$ cat src/rtl/program_sequencer.sv
// Start/done-controlled instruction sequencer: FETCH/EXEC pacing, stall, abort.
// Optional program repeat is compiled in with `define SEQ_LOOP_EN.
module program_sequencer #(
   parameter int INS_ADDR_WIDTH = 10,
   parameter int LOOP_WIDTH     = 8
) (
   input  logic                      clk,
   input  logic                      rst,
   input  logic                      start,
   input  logic [INS_ADDR_WIDTH-1:0] base_addr,
   input  logic [INS_ADDR_WIDTH-1:0] prog_len,
   input  logic [LOOP_WIDTH-1:0]     loop_count,
   input  logic                      stall,
   input  logic                      abort,
   output logic [INS_ADDR_WIDTH-1:0] pc,
   output logic                      ins_valid,
   output logic                      half_clk,
   output logic                      busy,
   output logic                      done,
   output logic [1:0]                state_dbg
);

   typedef enum logic [1:0] {
      S_IDLE  = 2'd0,
      S_FETCH = 2'd1,
      S_EXEC  = 2'd2,
      S_DONE  = 2'd3
   } state_t;

   localparam logic [INS_ADDR_WIDTH-1:0] ADDR_ONE = 1;

   state_t                      state_q, state_d;
   logic [INS_ADDR_WIDTH-1:0]   pc_q, pc_d;
   logic [INS_ADDR_WIDTH-1:0]   cnt_q, cnt_d;
   logic [INS_ADDR_WIDTH-1:0]   len_q, len_d;
`ifdef SEQ_LOOP_EN
   localparam logic [LOOP_WIDTH-1:0] LOOP_ONE = 1;
   logic [INS_ADDR_WIDTH-1:0]   base_q, base_d;
   logic [LOOP_WIDTH-1:0]       loop_q, loop_d;
   logic [LOOP_WIDTH-1:0]       rep_q, rep_d;
`else
   logic                        unused_loop_count;
   assign unused_loop_count = ^loop_count;
`endif

   always_ff @(posedge clk) begin
      if (rst) begin
         state_q <= S_IDLE;
         pc_q    <= '0;
         cnt_q   <= '0;
         len_q   <= '0;
`ifdef SEQ_LOOP_EN
         base_q  <= '0;
         loop_q  <= '0;
         rep_q   <= '0;
`endif
      end else begin
         state_q <= state_d;
         pc_q    <= pc_d;
         cnt_q   <= cnt_d;
         len_q   <= len_d;
`ifdef SEQ_LOOP_EN
         base_q  <= base_d;
         loop_q  <= loop_d;
         rep_q   <= rep_d;
`endif
      end
   end

   always_comb begin
      state_d = state_q;
      pc_d    = pc_q;
      cnt_d   = cnt_q;
      len_d   = len_q;
`ifdef SEQ_LOOP_EN
      base_d  = base_q;
      loop_d  = loop_q;
      rep_d   = rep_q;
`endif
      case (state_q)
         S_IDLE: begin
            if (start) begin
               if (prog_len != '0) begin
                  len_d   = prog_len;
                  pc_d    = base_addr;
                  cnt_d   = '0;
`ifdef SEQ_LOOP_EN
                  base_d  = base_addr;
                  loop_d  = loop_count;
                  rep_d   = '0;
`endif
                  state_d = S_FETCH;
               end else begin
                  // Empty program: report completion without issuing anything.
                  state_d = S_DONE;
               end
            end
         end
         S_FETCH: begin
            if (abort)       state_d = S_IDLE;
            else if (!stall) state_d = S_EXEC;
         end
         S_EXEC: begin
            // abort outranks both the advance and the completion decision.
            if (abort) begin
               state_d = S_IDLE;
            end else if (cnt_q != len_q - ADDR_ONE) begin
               cnt_d   = cnt_q + ADDR_ONE;
               pc_d    = pc_q + ADDR_ONE;
               state_d = S_FETCH;
            end else begin
`ifdef SEQ_LOOP_EN
               if (rep_q < loop_q) begin
                  rep_d   = rep_q + LOOP_ONE;
                  pc_d    = base_q;
                  cnt_d   = '0;
                  state_d = S_FETCH;
               end else begin
                  state_d = S_DONE;
               end
`else
               state_d = S_DONE;
`endif
            end
         end
         S_DONE: state_d = S_IDLE;
         default: state_d = S_IDLE;
      endcase
   end

   assign pc        = pc_q;
   assign ins_valid = (state_q == S_EXEC);
   assign half_clk  = (state_q == S_EXEC);
   assign busy      = (state_q == S_FETCH) || (state_q == S_EXEC);
   assign done      = (state_q == S_DONE);
   assign state_dbg = state_q;

endmodule

$ cat config.mk
export PLATFORM = sky130hd
export DESIGN_NAME = program_sequencer
export DESIGN_NICKNAME = d
export VERILOG_FILES = /design/src/rtl/program_sequencer.sv
export SDC_FILE = /design/constraint.sdc
export NUM_CORES = 1
export LEC_CHECK = 0
export CELL_PAD_IN_SITES_DETAIL_PLACEMENT = 1
export CELL_PAD_IN_SITES_GLOBAL_PLACEMENT = 1
export CORE_MARGIN = 10
export CORE_UTILIZATION = 38
export CTS_BUF_LIST = sky130_fd_sc_hd__clkbuf_4 sky130_fd_sc_hd__clkbuf_8
export DETAILED_ROUTE_END_ITERATION = 8
export PLACE_DENSITY = 0.83
export SLEW_MARGIN = 10
export SYNTH_ARGS = -nofsm -noshare
export SYNTH_HDL_FRONTEND = slang
export SYNTH_SLANG_ARGS = --single-unit
$ cat constraint.sdc
create_clock -name clk -period 2.7 [get_ports clk]
set_clock_uncertainty 0.2 [all_clocks]
set_input_delay 0.405 -clock clk [delete_from_list [all_inputs] [get_ports clk]]
set_output_delay 0.405 -clock clk [all_outputs]
set_load 0.01 [all_outputs]
==> qor.yml <==
top_usage_layer: "met2"
yosys_warnings: 0
grt.total_usage_pct: 15.4
synth_top_family_by_area: "compound AO/OA/AOI/OAI gates"
p_leak_nw: 1.04
synth_cell_types: 56
wirelength_mm: 6.76
drive_gt1_share_pct: 17.3
synth_flop_cell: "dfxtp_1"
clock_latency_ns: 0.29
cp.arrival_ns: 2.58
clkTransAtPathRegs_ns: 0.07
syn2layout_area_growth_pct: 36.3
powerDensity_mw_per_mm2: 967
setup_viol: 0
synthAdderAreaFrac_pct: 4.23
gr-usage-met2_pct: 26.5
synthCells: 249
async_flop_share_pct: 0
slowest_stage: "or4_1"
clockRootBuffer: "clkbuf_8"
stdcell_area_mm2: 0.00282
dieArea_mm2: 0.00880
final_common_cell: "clkdlybuf4s50_1"
synth.area.mux_share_pct: 3.39
cts_buffers: 5
slew_violations: 0
finalWeightedCongestion: 0.854
netlist_area_mm2: 0.00207
crit_chain: "clkdlybuf4s50_1, or4_1, o31ai_1, buf_4, a2bb2oi_1, buf_4, nand2_1, o211ai_1, o31ai_1"
hp-class: "reg2reg"
postCtsHoldBufs: 0
yosysTopAreaCell: "dfxtp_1"
antenna_left: 0
clk_path_buf_depth: 2
end_kind: "flop"
fin_ws_ns: 0.124
port_buffers: 40
diodes: 0
rsz0062_at_grt: "true"
dp_slack_ns: -0.185
core_mm2: 0.00520
path_max_fanout: 4
use_met1_pct: 18.0
die_h_um: 93.8
drt_first_pass_iters: 4
cts_max_level: 2
synth_top_area_share_pct: 31.0
fin_nets: 352
synth_seq_cells: 32
start_util_pct: 39.8
post_drt_wl_per_cell_um: 17.7
use_met3_pct: 4.40
cp-start-kind: "input pin"
grt_pass1_wl_mm: 11.1
finalPower_mw: 2.73
route.detailed.drc: 0
row_count: 26
fp.dieW_um: 93.8
status: "finished, final reports clean"
vias: 2185
ios: 49
period_minus_slack_ns: 2.58
grt_overflow: 0
path_class: "in2reg"
whs_ns: 0.284
clkSinkCount: 32
vias_per_cell: 5.72
synth.area.top_cells: "dfxtp_1 (31%), a21oi_1 (4.8%), ha_1 (4.2%)"
synth_edf_count: 0
stdcell_count: 382
synth_compound_area_share_pct: 25.5
maxCapViolCount: 0
fin_setup_tns_ns: 0
synth_fp_nets: 289
grt_pass1_vias: 2260
min_period_over_period_pct: 95.4
worstPathRequired_ns: 2.70
first_iter_violations: 100
cts_tree: "yes"
dpl.cell_count: 372
place_area_mm2: 0.00270
yosysSeqAreaShare_pct: 31.0
synthSimpleGateAreaFrac_pct: 24.9
final_cell_mix: "clkdlybuf4s50_1 (40), dfxtp_1 (32), buf_4 (27)"
finalHoldViolations: 0
avgSynthCellArea_um2: 8.31
worst_pin_slew_ns: 0.509
max_freq_ghz: 0.388
ir_worst_vdd_v: 0.000661
final_core_util_pct: 54.2
antenna_found_initial: 0
dp_hpwl_mm: 5.00
slew_headroom_pct: 65.9
yosys.area_share.xor_xnor_pct: 5.32
slowest_delay_ns: 0.58
grt_max_degree: 23
## where the power goes
part | internal, mW | total (mW) | switching [mW] | leakage (nW)
Combinational | 0.806 | 1.63 | 0.819 | 0.742
Sequential | 0.595 | 0.746 | 0.152 | 0.262
Clock | 0.174 | 0.357 | 0.182 | 0.0400
## critical path: cells and delay by family
family                 cells  cell delay (ns)
AO/OA/AOI/OAI              4             0.73
AND/OR/NAND/NOR            2             0.66
buffers and inverters      3             0.78
## flip-flops by register name, indices dropped and copies added (netlist names)
register and flops:
state_dbg 2, cnt_q 10, len_q 10, pc 10
## worst paths after layout
check | start | end | slack (ns) | depth (start not counted)
max reg2reg | len_q[1]$_SDFFE_PP0P_ | pc[7]$_SDFFE_PP0P_ | 0.13 | 9
min | len_q[9]$_SDFFE_PP0P_ | len_q[9]$_SDFFE_PP0P_ | 0.28 | 2
max | prog_len[5] | pc[7]$_SDFFE_PP0P_ | 0.12 | 9
min reg2reg | len_q[9]$_SDFFE_PP0P_ | len_q[9]$_SDFFE_PP0P_ | 0.28 | 2
## cell type report
type	instances	area [µm²]
Fill cell	645	2380
Multi-Input combinational cell	193	1330
Timing Repair Buffer	69	643
Sequential cell	32	641
Tap cell	70	87.6
Clock buffer	5	68.8
Inverter	11	41.3
Clock inverter	2	12.5
## routing by layer
layer | share of wire (%) | vias up
met5 | 0 | -
met4 | 1.9 | 0
met3 | 5.3 | 14
met2 | 49 | 56
li1 | - | 1065
met1 | 44 | 1050
## repair_timing
action	CTS	global route
buffers inserted	0	3
setup endpoints to repair	0	5
gates resized for setup	0	2
## cells by family (layout without fill, tap and decap cells)
| kind of cell | Yosys count | count (layout) |
|---|---|---|
| fa+ha+maj | 7 | 7 |
| mux | 7 | 7 |
| buf+inv | 24 | 87 |
| compound gates | 74 | 74 |
| simple gates | 94 | 94 |
| xor+xnor | 11 | 11 |
| flops | 32 | 32 |
## Yosys cell counts (all sizes together) (2+ instances only)
library cell / instances
dfxtp: 32
nand2: 23
a21oi: 20
nand3: 16
nor2: 16
o31ai: 11
inv: 10
o21ai: 10
clkbuf: 7
ha: 7
mux2i: 7
nor3: 7
buf: 6
nor4: 6
or4: 6
a211oi: 5
or2: 5
xnor2: 5
xor2: 5
o211ai: 4
a22oi: 3
and3: 3
nor2b: 3
o2111a: 3
o311ai: 3
a2111oi: 2
a2bb2oi: 2
o32ai: 2
Power figures use the tool's default switching activity.
